[src/rtl/game_key_conditioner_pkg.sv]
`default_nettype none
// ============================================================================
// Package : game_key_pkg
// Keycode constants, FSM state/class enums and the code-class helpers shared
// by the key conditioner and its stability filter.
// Rev 1.0 : initial release
// ============================================================================
package game_key_pkg;

    localparam logic [7:0] KEY_NONE  = 8'h00;
    localparam logic [7:0] KEY_LEFT  = 8'h04;
    localparam logic [7:0] KEY_RIGHT = 8'h07;
    localparam logic [7:0] KEY_FIRE  = 8'h2c;
    localparam logic [7:0] KEY_START = 8'h28;
    localparam logic [7:0] KEY_LVL1  = 8'h1e;
    localparam logic [7:0] KEY_LVL2  = 8'h1f;
    localparam logic [7:0] KEY_LVL3  = 8'h20;

    typedef enum logic [1:0] {
        ST_IDLE    = 2'd0,
        ST_HOLD    = 2'd1,
        ST_PULSE   = 2'd2,
        ST_LOCKOUT = 2'd3
    } key_state_e;

    typedef enum logic [1:0] {
        CLS_NONE  = 2'd0,
        CLS_HELD  = 2'd1,
        CLS_PULSE = 2'd2
    } key_class_e;

    function automatic key_class_e key_class(input logic [7:0] code);
        case (code)
            KEY_LEFT, KEY_RIGHT:                           return CLS_HELD;
            KEY_FIRE, KEY_START, KEY_LVL1, KEY_LVL2, KEY_LVL3: return CLS_PULSE;
            default:                                       return CLS_NONE;
        endcase
    endfunction

    // Level selected by a level key; 0 means "not a level key".
    function automatic logic [1:0] level_of(input logic [7:0] code);
        case (code)
            KEY_LVL1: return 2'd1;
            KEY_LVL2: return 2'd2;
            KEY_LVL3: return 2'd3;
            default:  return 2'd0;
        endcase
    endfunction

endpackage
`default_nettype wire

[src/rtl/game_key_conditioner_if.sv]
`default_nettype none
// ============================================================================
// Interface : game_key_conditioner_if
// Host keycode input and conditioned key outputs of the key conditioner.
// Rev 1.0 : initial release
// ============================================================================
interface game_key_conditioner_if;
    logic [7:0] keycode_in;
    logic       keycode_valid;
    logic [7:0] key;
    logic       key_event;
    logic [1:0] level;
    logic [7:0] held_frames;

    modport master (
        output keycode_in, keycode_valid,
        input  key, key_event, level, held_frames
    );

    modport slave (
        input  keycode_in, keycode_valid,
        output key, key_event, level, held_frames
    );
endinterface
`default_nettype wire

[src/rtl/game_key_conditioner_filter.sv]
`default_nettype none
// ============================================================================
// Module : keycode_stability_filter
// Accepts a keycode only after STABLE_FRAMES identical consecutive samples.
// Rev 1.0 : initial release
// ============================================================================
module keycode_stability_filter
    import game_key_pkg::*;
#(
    parameter int STABLE_FRAMES = 2
) (
    input  wire        frame_clk,
    input  wire        Reset,
    input  wire  [7:0] keycode_i,
    input  wire        keycode_valid_i,
    output logic [7:0] accepted_o,
    output logic       change_o
);

    localparam logic [3:0] STABLE_CNT = 4'(STABLE_FRAMES);

    logic [7:0] sample;
    logic [7:0] cand_q, cand_d;
    logic [3:0] count_q, count_d;
    logic [7:0] acc_q;

    assign sample = keycode_valid_i ? keycode_i : KEY_NONE;

    always_comb begin
        cand_d  = cand_q;
        count_d = count_q;
        if (sample == cand_q) begin
            if (count_q != STABLE_CNT) begin
                count_d = count_q + 4'd1;
            end
        end else begin
            cand_d  = sample;
            count_d = 4'd1;
        end
    end

    // Accepted code is visible the cycle after the count saturates so the
    // conditioner can register it on the following edge.
    assign accepted_o = (count_q == STABLE_CNT) ? cand_q : acc_q;
    assign change_o   = (accepted_o != acc_q);

    always_ff @(posedge frame_clk or posedge Reset) begin
        if (Reset) begin
            cand_q  <= KEY_NONE;
            count_q <= 4'd0;
            acc_q   <= KEY_NONE;
        end else begin
            cand_q  <= cand_d;
            count_q <= count_d;
            acc_q   <= accepted_o;
        end
    end

endmodule
`default_nettype wire

[src/rtl/game_key_conditioner.sv]
`default_nettype none
// ============================================================================
// Module : game_key_conditioner
// Debounces host keycodes and turns them into held/pulse key events, level
// selection and hold-time count. KEY_AUTOREPEAT_EN enables fire auto-repeat.
// Rev 1.0 : initial release
// ============================================================================
module game_key_conditioner
    import game_key_pkg::*;
#(
    parameter int STABLE_FRAMES = 2,
    parameter int REPEAT_FRAMES = 30
) (
    input  wire                   frame_clk,
    input  wire                   Reset,
    game_key_conditioner_if.slave bus
);

    if (STABLE_FRAMES < 1 || STABLE_FRAMES > 15 || REPEAT_FRAMES < 2) begin : g_bad_param
        $error("game_key_conditioner: parameter out of range");
    end

    logic [7:0] accepted;
    logic       acc_change;
    key_class_e acc_class;
    logic [1:0] acc_level;

    key_state_e state_q, state_d;
    logic [7:0] key_q, key_d;
    logic       key_event_q, key_event_d;
    logic [1:0] level_q, level_d;
    logic [7:0] held_q, held_d;
    logic [7:0] lock_q, lock_d;

    keycode_stability_filter #(
        .STABLE_FRAMES (STABLE_FRAMES)
    ) u_filter (
        .frame_clk       (frame_clk),
        .Reset           (Reset),
        .keycode_i       (bus.keycode_in),
        .keycode_valid_i (bus.keycode_valid),
        .accepted_o      (accepted),
        .change_o        (acc_change)
    );

    assign acc_class = key_class(accepted);
    assign acc_level = level_of(accepted);

`ifdef KEY_AUTOREPEAT_EN
    localparam int               RPT_W    = $clog2(REPEAT_FRAMES + 1);
    localparam logic [RPT_W-1:0] RPT_LAST = RPT_W'(REPEAT_FRAMES - 1);
    logic [RPT_W-1:0] rpt_q, rpt_d;
`endif

    always_comb begin
        state_d = state_q;
        lock_d  = lock_q;
        case (state_q)
            ST_IDLE, ST_HOLD: begin
                if (acc_class == CLS_HELD)       state_d = ST_HOLD;
                else if (acc_class == CLS_PULSE) state_d = ST_PULSE;
                else                             state_d = ST_IDLE;
            end
            ST_PULSE: state_d = ST_LOCKOUT;
            ST_LOCKOUT: begin
                if (accepted == lock_q) begin
                    state_d = ST_LOCKOUT;
`ifdef KEY_AUTOREPEAT_EN
                    if (lock_q == KEY_FIRE && rpt_q == RPT_LAST) state_d = ST_PULSE;
`endif
                end else if (acc_class == CLS_HELD)  state_d = ST_HOLD;
                else if (acc_class == CLS_PULSE)     state_d = ST_PULSE;
                else                                 state_d = ST_IDLE;
            end
            default: state_d = ST_IDLE;
        endcase

        if (state_d == ST_PULSE) lock_d = accepted;

        // Outputs follow the next state so key changes on the transition edge.
        key_d       = (state_d == ST_HOLD || state_d == ST_PULSE) ? accepted : KEY_NONE;
        key_event_d = (state_d == ST_PULSE);
        level_d     = level_q;
        if (state_d == ST_PULSE && acc_level != 2'd0) level_d = acc_level;

        if (acc_change)            held_d = 8'd0;
        else if (held_q == 8'hff)  held_d = held_q;
        else                       held_d = held_q + 8'd1;
    end

`ifdef KEY_AUTOREPEAT_EN
    // Counter holds frames elapsed since the last fire pulse while locked out.
    always_comb begin
        rpt_d = '0;
        if (lock_q == KEY_FIRE && state_d == ST_LOCKOUT) begin
            if (state_q == ST_PULSE)      rpt_d = RPT_W'(1);
            else if (rpt_q != RPT_LAST)   rpt_d = rpt_q + RPT_W'(1);
            else                          rpt_d = rpt_q;
        end
    end

    always_ff @(posedge frame_clk or posedge Reset) begin
        if (Reset) rpt_q <= '0;
        else       rpt_q <= rpt_d;
    end
`endif

    always_ff @(posedge frame_clk or posedge Reset) begin
        if (Reset) begin
            state_q     <= ST_IDLE;
            key_q       <= KEY_NONE;
            key_event_q <= 1'b0;
            level_q     <= 2'd1;
            held_q      <= 8'd0;
            lock_q      <= KEY_NONE;
        end else begin
            state_q     <= state_d;
            key_q       <= key_d;
            key_event_q <= key_event_d;
            level_q     <= level_d;
            held_q      <= held_d;
            lock_q      <= lock_d;
        end
    end

    assign bus.key         = key_q;
    assign bus.key_event   = key_event_q;
    assign bus.level       = level_q;
    assign bus.held_frames = held_q;

endmodule
`default_nettype wire

[src/flat_wrapper.sv]
// flat-port wrapper written by rule: the top's interface ports become plain ports
module game_key_conditioner_flat import game_key_pkg::*;
#(
    parameter int STABLE_FRAMES = 2,
    parameter int REPEAT_FRAMES = 30
)
  (frame_clk, Reset, bus_keycode_in, bus_keycode_valid, bus_key, bus_key_event, bus_level, bus_held_frames);
  game_key_conditioner_if bus_i ();
  input  wire frame_clk;
  input  wire Reset;
  input wire logic [$bits(bus_i.keycode_in)-1:0] bus_keycode_in;
  input wire logic [$bits(bus_i.keycode_valid)-1:0] bus_keycode_valid;
  output wire logic [$bits(bus_i.key)-1:0] bus_key;
  output wire logic [$bits(bus_i.key_event)-1:0] bus_key_event;
  output wire logic [$bits(bus_i.level)-1:0] bus_level;
  output wire logic [$bits(bus_i.held_frames)-1:0] bus_held_frames;
  assign bus_i.keycode_in = bus_keycode_in;
  assign bus_i.keycode_valid = bus_keycode_valid;
  assign bus_key = bus_i.key;
  assign bus_key_event = bus_i.key_event;
  assign bus_level = bus_i.level;
  assign bus_held_frames = bus_i.held_frames;
  game_key_conditioner #(.STABLE_FRAMES(STABLE_FRAMES), .REPEAT_FRAMES(REPEAT_FRAMES)) u_core (.frame_clk(frame_clk), .Reset(Reset), .bus(bus_i));
endmodule
[config.mk]
export PLATFORM = sky130hd
export DESIGN_NAME = game_key_conditioner_flat
export DESIGN_NICKNAME = d
export VERILOG_FILES = /design/src/rtl/game_key_conditioner_pkg.sv /design/src/rtl/game_key_conditioner_if.sv /design/src/rtl/game_key_conditioner_filter.sv /design/src/rtl/game_key_conditioner.sv /design/src/flat_wrapper.sv
export SDC_FILE = /design/constraint.sdc
export NUM_CORES = 1
export LEC_CHECK = 0
export ABC_AREA = 1
export ABC_CLOCK_PERIOD_IN_PS = 7560
export BUFFER_PORTS_ARGS = -buffer_cell sky130_fd_sc_hd__buf_4
export CAP_MARGIN = 20
export CORE_MARGIN = 4
export CORE_UTILIZATION = 30
export DETAILED_ROUTE_END_ITERATION = 8
export PLACE_DENSITY = 0.5
export SYNTH_ARGS = -nofsm -noshare
export SYNTH_HDL_FRONTEND = slang
export SYNTH_SLANG_ARGS = --single-unit
[constraint.sdc]
create_clock -name frame_clk -period 7.56 [get_ports frame_clk]
set_input_delay 1.512 -clock frame_clk [delete_from_list [all_inputs] [get_ports frame_clk]]
set_output_delay 1.512 -clock frame_clk [all_outputs]
set_load 0.01 [all_outputs]
==> impl_metrics.csv, run 1 <==
group,metric,value,unit
worst_setup_path,start_kind,"flip-flop",
pwr,p_leak,1.572,nW
grt,grt_pass1_vias,1997,
cells_and_area,finalInstanceArea,0.002948,sq mm
placed_design,port_buffers,29,
yosys,yosys-top-cells-area,"dfrtp_1 (47%), nand2_1 (16%), nand3_1 (7.1%)",
placed_design,routabilityCongestion,0.7865,
worst_setup_path,r2r_cells,14,
timing,setup-tns-final,0,ps
timing,period_needed,3021,ps
cells_and_area,syn_to_final_growth,15.95,%
drt,routed_wl,5371,um
drt,ant_nets,0,
timing,setup_viol_count_final,0,
worst_setup_path,r2r_start,"u_core.u_filter.count_q[0]$_DFFE_PP0P_",
placed_design,place_area,0.002845,sq mm
drt,drc_errors,0,
drt,avgViaCountPerCell,4.383,
floorplan,ios,30,
yosys,yosysSeqAreaShare,48.28,%
timing,rsz0062_at_grt,"no",
drt,dr.pass1.iters,4,
clocking,insertion_delay,300,ps
drt,drtIter0Drc,79,
timing,relSlewSlack,60.44,%
yosys,synth_cell_types,27,
worst_setup_path,cp-end-kind,"flip-flop",
pwr,ir_worst_vdd,0.1030,mV
yosys,yosysTopAreaCell,"dfrtp_1",
drt,wire_per_inst,11.55,um
timing,tightest_slew,593.4,ps
yosys,synth_edf_count,0,
cells_and_area,nets,375,
grt,grt_usage,11.64,%
clocking,path_clk_slew,90,ps
yosys,ys.flop_type,"dfrtp_1",
worst_hold_path,hold_path_depth,2,
worst_setup_path,crit_type,"flip-flop to flip-flop",
placed_design,dpl.hpwl,4102,um
floorplan,core,0.008217,sq mm
pwr,powerDensity,227.4,mW/mm^2
clocking,cts-root-buf,"clkbuf_8",
cells_and_area,n_antenna_cell,0,
clocking,cts_tree,"built",
run_status,run_status,"completed",
floorplan,die_x,100.1,um
clocking,clock_path_buffers,2,
worst_hold_path,hold_class,"flip-flop to flip-flop",
job,max-cap-violations,0,
yosys,synth.avg_cell_area,7.728,sq um
timing,finClkSkew,6.224,ps
worst_setup_path,arrival,3190,ps
cells_and_area,layout-drive-gt1-share,13.61,%
clocking,ctsResizeCount,0,
clocking,htree_levels,2,
clocking,cts-buffers-inserted,5,
worst_hold_path,hold_end,"u_core.bus.level[0]$_DFFE_PP1P_",
worst_setup_path,crit_path_max_fanout,16,
worst_hold_path,worstHoldStart,"u_core.bus.level[0]$_DFFE_PP1P_",
floorplan,start_util,30.94,%
worst_setup_path,rr_endpoint,"u_core.lock_q[0]$_DFFE_PP0N_",
grt,grt_pass1_wl,9259,um
yosys,netlist.area_leader.share,47.24,%
yosys,yosys_warnings,0,
yosys,netlist_area,0.002542,sq mm
grt,grt_overflow,0,
yosys,syn_inst,329,
worst_setup_path,reg2reg_setup_slack,4540,ps
clocking,cts_hold_buffers,0,
floorplan,die-area,0.01001,sq mm
yosys,synthArstFlopShare,100.0,%
yosys,synth_commonest_cells,"nand2_1 (109), dfrtp_1 (48), inv_1 (43)",
timing,drv_slew,0,
timing,fmax,0.3310,GHz
cells_and_area,fillers,862,
timing,final.period_utilization,39.96,%
clocking,cts_sinks,49,
floorplan,die_h,100.1,um
yosys,syn_nets,345,
worst_setup_path,required,7730,ps
grt,grt_max_degree,50,
drt,vias,2038,
grt,antenna_found_initial,0,
yosys,yosys_register_bits,49,
clocking,cts_setup_buffers,0,
yosys,yosysMostFrequentCell,"nand2_1",
timing,hold_viol_final,0,
floorplan,row_count,33,
how the worst max path moves through the flow:
stage                                                        to                              startpoint  slack (ps)
after CTS                          u_core.lock_q[0]$_DFFE_PP0N_  u_core.u_filter.count_q[0]$_DFFE_PP0P_        4540
after global routing               u_core.lock_q[0]$_DFFE_PP0N_  u_core.u_filter.count_q[0]$_DFFE_PP0P_        4170
after detailed placement           u_core.lock_q[0]$_DFFE_PP0N_  u_core.u_filter.count_q[0]$_DFFE_PP0P_        4560
final                              u_core.lock_q[0]$_DFFE_PP0N_  u_core.u_filter.count_q[0]$_DFFE_PP0P_        4540
after floorplan           u_core.bus.held_frames[0]$_DFFE_PP0P_                                   Reset        4880
after global placement             u_core.lock_q[4]$_DFFE_PP0N_  u_core.u_filter.count_q[0]$_DFFE_PP0P_        4670
cells in the final DEF (no fill, tap or decap), types with 3 or more instances in the layout:
master	count
nand2_1	109
dfrtp_1	48
inv_1	42
nand3_1	36
nor2_1	34
buf_4	29
o21ai_0	12
xor2_1	8
ha_1	5
clkbuf_8	5
nand2_4	4
a21oi_1	4
nand2_2	3
xnor2_1	3
cell families after synthesis:
family / Yosys count / share of synthesized area [%]
compound gates: 19 / 3.888
xor+xnor: 11 / 3.790
fa+ha+maj: 5 / 2.461
buf+inv: 50 / 8.169
flops: 49 / 48.28
simple gates: 195 / 33.42
final cells by class:
| cell class | instances | area (sq um) | area share [%] |
|---|---|---|---|
| clock inverters | 2 | 10.01 | 0.3396 |
| clock buffers | 6 | 72.57 | 2.462 |
| repair buffers | 30 | 237.7 | 8.065 |
| well taps | 105 | 131.4 | 4.457 |
| inverters | 43 | 161.4 | 5.475 |
| flip-flops and latches | 49 | 1227 | 41.64 |
| multi-input cells | 230 | 1107 | 37.56 |
stage by stage:
stage | std cells | utilization [%] | setup WS, ps | hold slack (ps) | total power, mW
2_1_floorplan | 329 | - | 4877 | 460.6 | 0.4551
3_3_place_gp | 456 | 34.63 | 4670 | 456.5 | 0.5280
3_5_place_dp | 456 | 34.63 | 4556 | 460.6 | 0.5287
4_1_cts | 464 | 35.63 | 4543 | 476.2 | 0.6839
5_1_grt | 465 | 35.88 | 4166 | 513.4 | 0.7300
6_report | 465 | 35.88 | 4539 | 472.6 | 0.6704
flip-flops by register name, indices dropped and copies added (netlist names):
register,cells
u_core.lock_q,8
u_core.bus.key_event,1
u_core.u_filter.cand_q,8
u_core.u_filter.acc_q,8
u_core.u_filter.count_q,4
u_core.state_q,2
u_core.bus.held_frames,8
u_core.bus.level,2
u_core.bus.key,8
critical path, stage by stage, from the launching register on:
cell and delay [ps]:
dfrtp_1 400, inv_1 100, ha_1 540, nand3_1 250, nand2_1 240, inv_1 120
nand2_1 100, nor2_1 50, nand2_1 120, nand3_2 80, a21oi_1 120, nand2_1 100
ha_1 220, inv_1 290, o21ai_0 160
routing by layer:
| metal | global-route usage [%] | vias to the layer above | wire length, um | share of wire [%] |
|---|---|---|---|---|
| met5 | 0 | - | 0 | 0 |
| met4 | 3.627 | 0 | 95 | 1.8 |
| met3 | 2.224 | 8 | 160 | 3.0 |
| met2 | 20.11 | 28 | 2691 | 50 |
| met1 | 14.72 | 928 | 2424 | 45 |
| li1 | - | 1074 | - | - |
report_power, final:
part           internal [mW]  switching, mW  leakage (nW)  total, mW
Combinational         0.0787          0.116         0.873      0.195
Clock                 0.0644         0.0859        0.0450      0.150
Sequential             0.299         0.0265         0.654      0.325
Total                  0.442          0.229          1.57      0.670
No activity file was read; power rests on OpenSTA's default activity.
==> inputs of run 2 (changes only) <==
--- a/config.mk
+++ b/config.mk
@@ -6,13 +6,13 @@
 export NUM_CORES = 1
 export LEC_CHECK = 0
 export ABC_AREA = 1
-export ABC_CLOCK_PERIOD_IN_PS = 7560
+export ABC_CLOCK_PERIOD_IN_PS = 2600
 export BUFFER_PORTS_ARGS = -buffer_cell sky130_fd_sc_hd__buf_4
 export CAP_MARGIN = 20
 export CORE_MARGIN = 4
 export CORE_UTILIZATION = 30
 export DETAILED_ROUTE_END_ITERATION = 8
-export PLACE_DENSITY = 0.5
+export PLACE_DENSITY = 0.51
 export SYNTH_ARGS = -nofsm -noshare
 export SYNTH_HDL_FRONTEND = slang
 export SYNTH_SLANG_ARGS = --single-unit
==> constraint.sdc (replaced) <==
create_clock -name frame_clk -period 2.6 [get_ports frame_clk]
set_input_delay 0.52 -clock frame_clk [delete_from_list [all_inputs] [get_ports frame_clk]]
set_output_delay 0.52 -clock frame_clk [all_outputs]
set_load 0.01 [all_outputs]
==> impl_metrics.csv, run 2 (synthesis results as in run 1) <==
group,metric,value,unit
timing,drv_slew,0,
clocking,cts_tree,"built",
worst_setup_path,path_common_cell,"nand2_1",
worst_setup_path,reg2reg_setup_slack,210,ps
floorplan,core,0.008217,sq mm
timing,final.period_utilization,92.02,%
timing,finClkSkew,7.101,ps
cells_and_area,n_antenna_cell,0,
cells_and_area,nets,387,
drt,drc_errors,0,
pwr,powerDensity,712.3,mW/mm^2
worst_setup_path,required,2790,ps
cells_and_area,syn_to_final_growth,23.13,%
timing,whs,388.7,ps
placed_design,routabilityCongestion,0.7596,
worst_setup_path,cp-end-kind,"flip-flop",
cells_and_area,layout-drive-gt1-share,17.74,%
floorplan,ios,30,
grt,grt_max_degree,41,
worst_setup_path,crit_type,"flip-flop to flip-flop",
timing,hold_viol_final,0,
pwr,ir_worst_vdd,0.2573,mV
timing,period_needed,2392,ps
worst_setup_path,crit_path_max_incr_delay,420,ps
clocking,clock_path_buffers,2,
cells_and_area,postLayoutCoreUtil,38.10,%
placed_design,place_inst,465,
grt,grt_pass1_wl,9563,um
pwr,p_leak,1.659,nW
drt,drtIter0Drc,58,
timing,setup_viol_count_final,0,
grt,grt_usage,11.95,%
placed_design,port_buffers,29,
drt,wire_per_inst,11.35,um
cells_and_area,final_cell_mix,"nand2_1 (107), dfrtp_1 (48), inv_1 (41), buf_4 (40), nand3_1 (36)",
drt,vias,2072,
grt,grt_pass1_vias,2072,
clocking,path_clk_slew,90,ps
drt,avgViaCountPerCell,4.344,
clocking,insertion_delay,300,ps
clocking,cts-root-buf,"clkbuf_8",
run_status,run_status,"completed",
job,max-cap-violations,0,
drt,dr.pass1.iters,4,
floorplan,die_h,100.1,um
worst_setup_path,cp_slowest_cell,"dfrtp_1",
worst_setup_path,start_kind,"flip-flop",
timing,relSlewSlack,42.91,%
worst_hold_path,hold_class,"input pin to async pin",
worst_setup_path,crit_path_max_fanout,16,
cells_and_area,finalInstanceArea,0.003131,sq mm
timing,fmax,0.4180,GHz
drt,ant_nets,0,
worst_setup_path,crit_chain,"ha_1 -> buf_12 -> nand2_8 -> nand2_1 -> nand2_2 -> inv_1 -> nand2_1 -> nor2_1 -> nand2_1 -> nand3_2 -> a21oi_1 -> nand2_1 -> ha_4 -> buf_4 -> nand2_1 -> o21ai_0",
drt,routed_wl,5415,um
grt,grt_overflow,0,
grt,antenna_found_initial,0,
worst_setup_path,arrival,2580,ps
placed_design,dpl.hpwl,4235,um
floorplan,row_count,33,
timing,tightest_slew,855.2,ps
floorplan,start_util,30.94,%
worst_setup_path,r2r_cells,16,
cells_and_area,fillers,852,
clocking,cts_sinks,49,
floorplan,die-area,0.01001,sq mm
clocking,htree_levels,2,
floorplan,die_x,100.1,um
clocking,cts-buffers-inserted,5,
placed_design,place_area,0.002925,sq mm
cells_and_area,layout_commonest_cell,"nand2_1",
cells_and_area,final_cells,477,
run 2: cell count changes in the layout (fill, tap and decap cells not counted), moves of 2 or more:
cell / delta
buf_4: +11
bufinv_16: +2
nand2_2: +2
nand2_1: -2
run 2: worst paths after layout:
path | to | start
min reg2reg | u_core.bus.level[0]$_DFFE_PP1P_ | u_core.bus.level[0]$_DFFE_PP1P_
min in group frame_clk | u_core.u_filter.cand_q[3]$_DFFE_PP0N_ | bus_keycode_in[3]
max reg2reg | u_core.lock_q[3]$_DFFE_PP0N_ | u_core.u_filter.count_q[1]$_DFFE_PP0P_
max | u_core.lock_q[3]$_DFFE_PP0N_ | u_core.u_filter.count_q[1]$_DFFE_PP0P_
max in group asynchronous | u_core.u_filter.cand_q[7]$_DFFE_PP0N_ | Reset
min | u_core.bus.key[7]$_DFF_PP0_ | Reset
run 2: per-stage QoR:
stage / setup TNS (ps) / setup slack, ps / total power, mW
4_1_cts: 0 / 44.44 / 2.208
3_3_place_gp: 0 / 78.17 / 1.546
6_report: 0 / 207.6 / 2.230
3_5_place_dp: -184.2 / -41.50 / 1.550
5_1_grt: -6.289 / -6.289 / 2.397
2_1_floorplan: 0 / 180.9 / 1.323
run 2: critical path, delay by kind of cell, from the launching register on:
kind,cells,cell delay [ps]
AO/OA/AOI/OAI,2,190
adder cells (fa/ha/maj),2,420
buffers and inverters,3,380
flip-flops,1,420
AND/OR/NAND/NOR,9,860
run 2: where the power goes:
part / internal, mW / switching, mW
logic: 0.287 / 0.359
registers: 0.869 / 0.0746
clock network: 0.382 / 0.259
run 2: layout make-up:
type	instances	area, sq um	area share (%)
clock buffers	5	68.82	2.198
clock inverters	3	65.06	2.078
inverters	43	163.9	5.236
multi-input cells	230	1134	36.21
flip-flops and latches	49	1227	39.21
well taps	105	131.4	4.197
repair buffers	42	340.3	10.87
run 2: per-layer routing:
metal | track usage [%] | vias up | part of all wire [%]
met4 | 3.834 | 0 | 1.8
li1 | - | 1099 | -
met1 | 14.60 | 941 | 44
met3 | 2.432 | 8 | 3.3
met2 | 21.09 | 24 | 51
met5 | 0 | - | 0
run 2: repair_timing:
item,4_1_cts,5_1_grt
resized for setup,1,6
hold buffers,0,0
setup buffers,0,4
pin swaps,0,3
endpoints found under the setup margin,7,18
